### config.mk
export PLATFORM = sky130hd
export DESIGN_NAME = adc_sample_averager
export DESIGN_NICKNAME = d
export VERILOG_FILES = /design/src/rtl/adc_sample_averager.sv
export SDC_FILE = /design/constraint.sdc
export NUM_CORES = 1
export LEC_CHECK = 0
export BUFFER_PORTS_ARGS = -buffer_cell sky130_fd_sc_hd__buf_2
export CAP_MARGIN = 20
export CORE_MARGIN = 2
export CORE_UTILIZATION = 45
export DETAILED_ROUTE_END_ITERATION = 6
export PLACE_DENSITY = 0.66
export SYNTH_ARGS = -nofsm -noshare
export SYNTH_HDL_FRONTEND = slang
export SYNTH_SLANG_ARGS = --single-unit
### constraint.sdc
create_clock -name clk -period 3.3 [get_ports clk]
set_input_delay 0.165 -clock clk [delete_from_list [all_inputs] [get_ports clk]]
set_output_delay 0.165 -clock clk [all_outputs]
set_load 0.05 [all_outputs]
### src/rtl/adc_sample_averager.sv
// Block averager for the delta-ADC result stream: edge-captures each conversion,
// sums 2^LOG2_N of them and presents the truncated mean through a valid/ready holding register.
module adc_sample_averager #(
    parameter int unsigned W      = 16,
    parameter int unsigned LOG2_N = 3
) (
    input  logic              clk,
    input  logic              reset,
    input  logic [W-1:0]      sample_i,
    input  logic              sample_strb_i,
    input  logic              clear_i,
    output logic [W-1:0]      avg_o,
    output logic              avg_valid_o,
    input  logic              avg_ready_i,
    output logic              overrun_o,
    output logic [LOG2_N:0]   sample_cnt_o
);

    localparam int unsigned ACC_W = W + LOG2_N;
    localparam int unsigned CNT_W = LOG2_N + 1;
    localparam int unsigned LAST  = (32'd1 << LOG2_N) - 32'd1;

    logic             strb_q,  strb_d;
    logic [ACC_W-1:0] acc_q,   acc_d;
    logic [CNT_W-1:0] cnt_q,   cnt_d;
    logic [W-1:0]     avg_q,   avg_d;
    logic             valid_q, valid_d;
    logic             ovr_q,   ovr_d;

    logic             take_c;
    logic             load_c;
    logic [ACC_W-1:0] sum_c;

    // Next-state: edge detect, accumulate, and output holding register handshake
    always_comb begin
        strb_d  = sample_strb_i;
        acc_d   = acc_q;
        cnt_d   = cnt_q;
        avg_d   = avg_q;
        valid_d = valid_q;
        ovr_d   = ovr_q;

        take_c  = sample_strb_i & ~strb_q & ~clear_i;
        load_c  = take_c & (cnt_q == CNT_W'(LAST));
        sum_c   = acc_q + ACC_W'(sample_i);

        if (clear_i) begin
            // avg_q deliberately keeps its last value across a flush
            acc_d   = '0;
            cnt_d   = '0;
            valid_d = 1'b0;
            ovr_d   = 1'b0;
        end else begin
            if (take_c) begin
                if (load_c) begin
                    acc_d = '0;
                    cnt_d = '0;
                end else begin
                    acc_d = sum_c;
                    cnt_d = cnt_q + CNT_W'(1);
                end
            end

            if (load_c) begin
                avg_d   = W'(sum_c >> LOG2_N);
                valid_d = 1'b1;
                if (valid_q & ~avg_ready_i) begin
                    ovr_d = 1'b1;
                end
            end else if (valid_q & avg_ready_i) begin
                valid_d = 1'b0;
            end
        end
    end

    always_ff @(posedge clk or posedge reset) begin
        if (reset) begin
            strb_q  <= 1'b0;
            acc_q   <= '0;
            cnt_q   <= '0;
            avg_q   <= '0;
            valid_q <= 1'b0;
            ovr_q   <= 1'b0;
        end else begin
            strb_q  <= strb_d;
            acc_q   <= acc_d;
            cnt_q   <= cnt_d;
            avg_q   <= avg_d;
            valid_q <= valid_d;
            ovr_q   <= ovr_d;
        end
    end

    assign avg_o        = avg_q;
    assign avg_valid_o  = valid_q;
    assign overrun_o    = ovr_q;
    assign sample_cnt_o = cnt_q;

endmodule

[After elaboration in Yosys (flattened, before gate mapping)]
Cells that the tools add are included.
Storage, ports and cells
  logic and storage cells: 35
  bits of input ports: 21
  memories: 0
  bits in latches: 0
  register bits after elaboration: 42
  ROM bits: 0
  output and inout bits: 22
  bits in writable memories: 0
Cells by class
  shifts and indexed selects: 0
  multiply operators: 0
  add/subtract/negate cells: 2
  bitwise logic cells: 8
  order comparisons: 0
  equal/unequal tests: 1
  div/mod/pow operators: 0
  mux-type cells: 12
  reductions and logical operators: 6
Operators with widths (count)
  $mux 19: 3
  $add 19x16->19: 1
  $mux 4: 3
  $mux 1: 6
  $reduce_bool 2->1: 3
  $and 1x1->1: 5
  $add 4x1->4 const B: 1
  $eq 4x3->1 const B: 1
  $reduce_and 2->1: 2
  $not 1->1: 3
  $reduce_bool 3->1: 1

[Logic depth before layout (Yosys ltp)]
  depth after elaboration: 7
  mapped depth: 9
  gate-level depth less buffers: 9

[Worst setup path after synthesis]
Ideal clock, no wire load.
  kind: register to register
  start: register acc_q[0]
  end: register avg_q[15] (netlist: avg_o[15])
  cell stages (with the launch flop): 10
  slack: 0.875 ns
  library setup time: 0.082 ns
  required time: 3.218 ns
  data arrival time: 2.343 ns
  buffers on the path: 0
  path through: dfrtp_1 > ha_1 > fa_1 > a21o_1 > a221oi_2 > a21oi_1 > a21o_1 > a221oi_4 > o21ai_0 > a31oi_1
Between the ends
  longest elaborated chain between the ends: 1
Ends and longest elaborated chain
  from (decl): RTL line 24  | logic [ACC_W-1:0] acc_q, acc_d;
  from (signal assigned): RTL line 79  | acc_q <= '0;
  from (signal assigned): RTL line 86  | acc_q <= acc_d;
  $add 19x16->19: RTL line 45  | sum_c = acc_q + ACC_W'(sample_i);
  to (signal assigned): RTL line 88  | avg_q <= avg_d;
  to (decl): RTL line 26  | logic [W-1:0] avg_q, avg_d;
Every way passes these cells.
A chain may end at the register's enable or synchronous reset.

[Worst setup path after layout]
Same ends and word-level chain as after synthesis.

==> run metrics <==
register area 1050 µm²; Diodes inserted 0; vias post-DR 2002; Worst setup SP type flip-flop; TritonCTS Sinks 42; sequential area share after synthesis 42.8%; gr ovfl total 0; Root Buffer clkbuf_8; TritonCTS Buffers 5; CP most frequent cell a21o_1; vias in the first global route 2044; number of remaining DRC errors 0; Min Hold Slack -0.0150 ns; PortBufs 42; pin count of the biggest net entering global routing 43; fin crit period 2.70 ns; synth unique cells 46; launch point of the worst reg-to-reg path acc_q[0]$_DFFE_PP0P_; fin util 55.3%; clk_skew 0.00828 ns; CTS resizes 0; Routed Antenna Nets 0; Crit path buffers/inverters 0; clk_lat worst skew 0.30 ns; post-DP HPWL 3.84 mm; DR WL/cell 14.5 µm; CP delay by family, top compound AO/OA/AOI/OAI gates; DIE AREA 6070 µm²; # rows 26; VDD IR max 0.278 mV; CTS tree done; Max FO, Critical Path 7; Setup CP Type reg -> reg; Worst-path clk slew 0.09 ns; share of cells above drive strength 1 19.9%; number of flops mapped to enable cells by yosys 0; # setup viols final 0; Setup WS post-layout 0.596 ns; critical path's largest stage delay 0.41 ns; total iterations of the first detailed-routing run 4; Final Cell Area 2860 µm²; Syn Nets 297; setup TNS 0 ns; # H-tree levels 2; CP Capture Type flip-flop; Pwr Total 1.27 mW; dpl ws 0.618 ns; Max transition margin 49.0%; crit share post-route 81.9%; Least-Margin Pin Slew 0.765 ns; WP data required 3.53 ns; antenna violations before repair 0; footprint of the multi-input gates 1360 µm²; Max-Cap Viols 0; reg-to-reg endpoint avg_o[15]$_DFFE_PP0P_; Fill cells 472; Crit path arrival time 2.93 ns; Synthesis Warnings 0; Max Clk Rate 370 MHz; Nets 340; Cells after Synth 258; status complete, but fails checks; # IOs 43; Main synth FF type dfrtp_1; Placer Congestion 0.790; Hold WC Path Type in -> async; Longest Clk Path Bufs 2; Hold Fails Final Rpt 42; cell area after synthesis 2460 µm²; Die H 77.9 µm; area grow syn2layout 16.6%; Power Dens Cells 445 nW/µm²; die width 77.9 µm; Via-to-Cell Ratio 5.38; routed wire length 5.39 mm; leakage power total 1.48 nW; DR iter-0 viols 80; ys async rst share 100%; Global Route Usage Sum 19.5%; crit-path cells ha_1, fa_1, a21o_1, a221oi_2, a21oi_1, a21o_1, a221oi_4, o21ai_0, a31oi_1; Initial Util 47.5%; placed inst area 2740 µm²; FF-to-FF setup slack 0.60 ns; FF-to-FF path depth 9; first-pass GRT wire length 9.44 mm; commonest cells after routing, fill and taps aside 42 x nand2_1, 42 x dfrtp_1, 42 x buf_2; post-synthesis register bit count 42; syn avg cell area 9.52 µm²; failing checks negative hold slack; Critical-path top delay cell fa_1; fin. max-slew vios 0; Core ar. 5170 µm²; RSZ-0062 raised after global routing no
## report_power, final
group | leakage [nW] | switching, mW | total [mW] | internal, mW
combinational | 0.852 | 0.194 | 0.309 | 0.116
sequential | 0.566 | 0.0162 | 0.557 | 0.541
clock | 0.0579 | 0.184 | 0.406 | 0.223
total | 1.48 | 0.394 | 1.27 | 0.880
## stage by stage
stage / hold WS (ns) / cells
after floorplan: 0.196 / 258
after global placement: 0.303 / 363
after detailed placement: 0.302 / 363
after CTS: 0.00374 / 372
after global routing: 0.0351 / 372
final: -0.0150 / 372
## tightest hold or removal path, stage by stage
cell and delay [ns]:
buf_2 0.10, clkinv_1 0.03, buf_4 0.44
## flip-flops by register name, summed over array words and instances (netlist names)
name / flops
avg_valid_o: 1
overrun_o: 1
strb_q: 1
acc_q: 19
sample_cnt_o: 4
avg_o: 16
## cells in the mapped netlist (4+ instances only)
library cell / n / area [µm²]
xnor2_1: 10 / 87.6
nor2b_1: 5 / 31.3
a22o_1: 12 / 105
nand2_1: 42 / 158
inv_1: 4 / 15.0
xor2_1: 4 / 35.0
clkbuf_1: 10 / 37.5
dfrtp_1: 42 / 1050
a21o_1: 9 / 67.6
nor3_1: 4 / 20.0
nor2_1: 20 / 75.1
a21oi_1: 11 / 55.1
o21ai_0: 14 / 70.1
a211oi_1: 4 / 30.0
ha_1: 17 / 213
## worst max-delay path by stage
stage	slack, ns	endpoint	cells past startpoint	startpoint
finish	0.60	avg_o[15]$_DFFE_PP0P_	9	acc_q[0]$_DFFE_PP0P_
CTS	0.59	avg_o[15]$_DFFE_PP0P_	9	acc_q[0]$_DFFE_PP0P_
global placement	0.71	avg_o[15]$_DFFE_PP0P_	9	acc_q[0]$_DFFE_PP0P_
detailed placement	0.62	avg_o[15]$_DFFE_PP0P_	9	acc_q[0]$_DFFE_PP0P_
floorplan	0.87	avg_o[15]$_DFFE_PP0P_	9	acc_q[0]$_DFFE_PP0P_
global route	0.47	avg_o[15]$_DFFE_PP0P_	9	acc_q[0]$_DFFE_PP0P_
## area by class of cell
type / count / area share [%]
well taps: 70 / 3.06
flip-flops and latches: 42 / 36.7
clock inverters: 3 / 1.40
multi-input cells: 202 / 47.4
inverters: 4 / 0.524
repair buffers: 46 / 8.48
clock buffers: 5 / 2.40
## routing by layer
metal | wire [µm] | global-route usage (%) | part of all wire (%) | vias up
met5 | 0 | 0 | 0 | -
met4 | 128 | 7.50 | 2.4 | 0
met3 | 255 | 4.19 | 4.7 | 11
met2 | 2320 | 29.1 | 43 | 41
met1 | 2690 | 27.6 | 50 | 932
li1 | - | - | - | 1018
## kinds of logic (layout without fill, tap and decap cells)
| kind of cell | after synthesis | after routing | synth area share [%] |
|---|---|---|---|
| and+or+nand+nor | 92 | 92 | 17.1 |
| DFF | 42 | 42 | 42.8 |
| AOI/OAI and AO/OA | 75 | 75 | 22.2 |
| muxes | 3 | 3 | 1.32 |
| xor gates and xnor gates | 14 | 14 | 4.99 |
| adders and majority gates | 18 | 18 | 9.48 |
| buffers and inverters | 14 | 58 | 2.14 |
## what timing repair did
action,4_1_cts,5_1_grt
setup buffers,0,0
endpoints found under the setup margin,0,0
hold buffers,1,0
hold endpoints to repair,1,0
(Power assumes the default switching activity.)
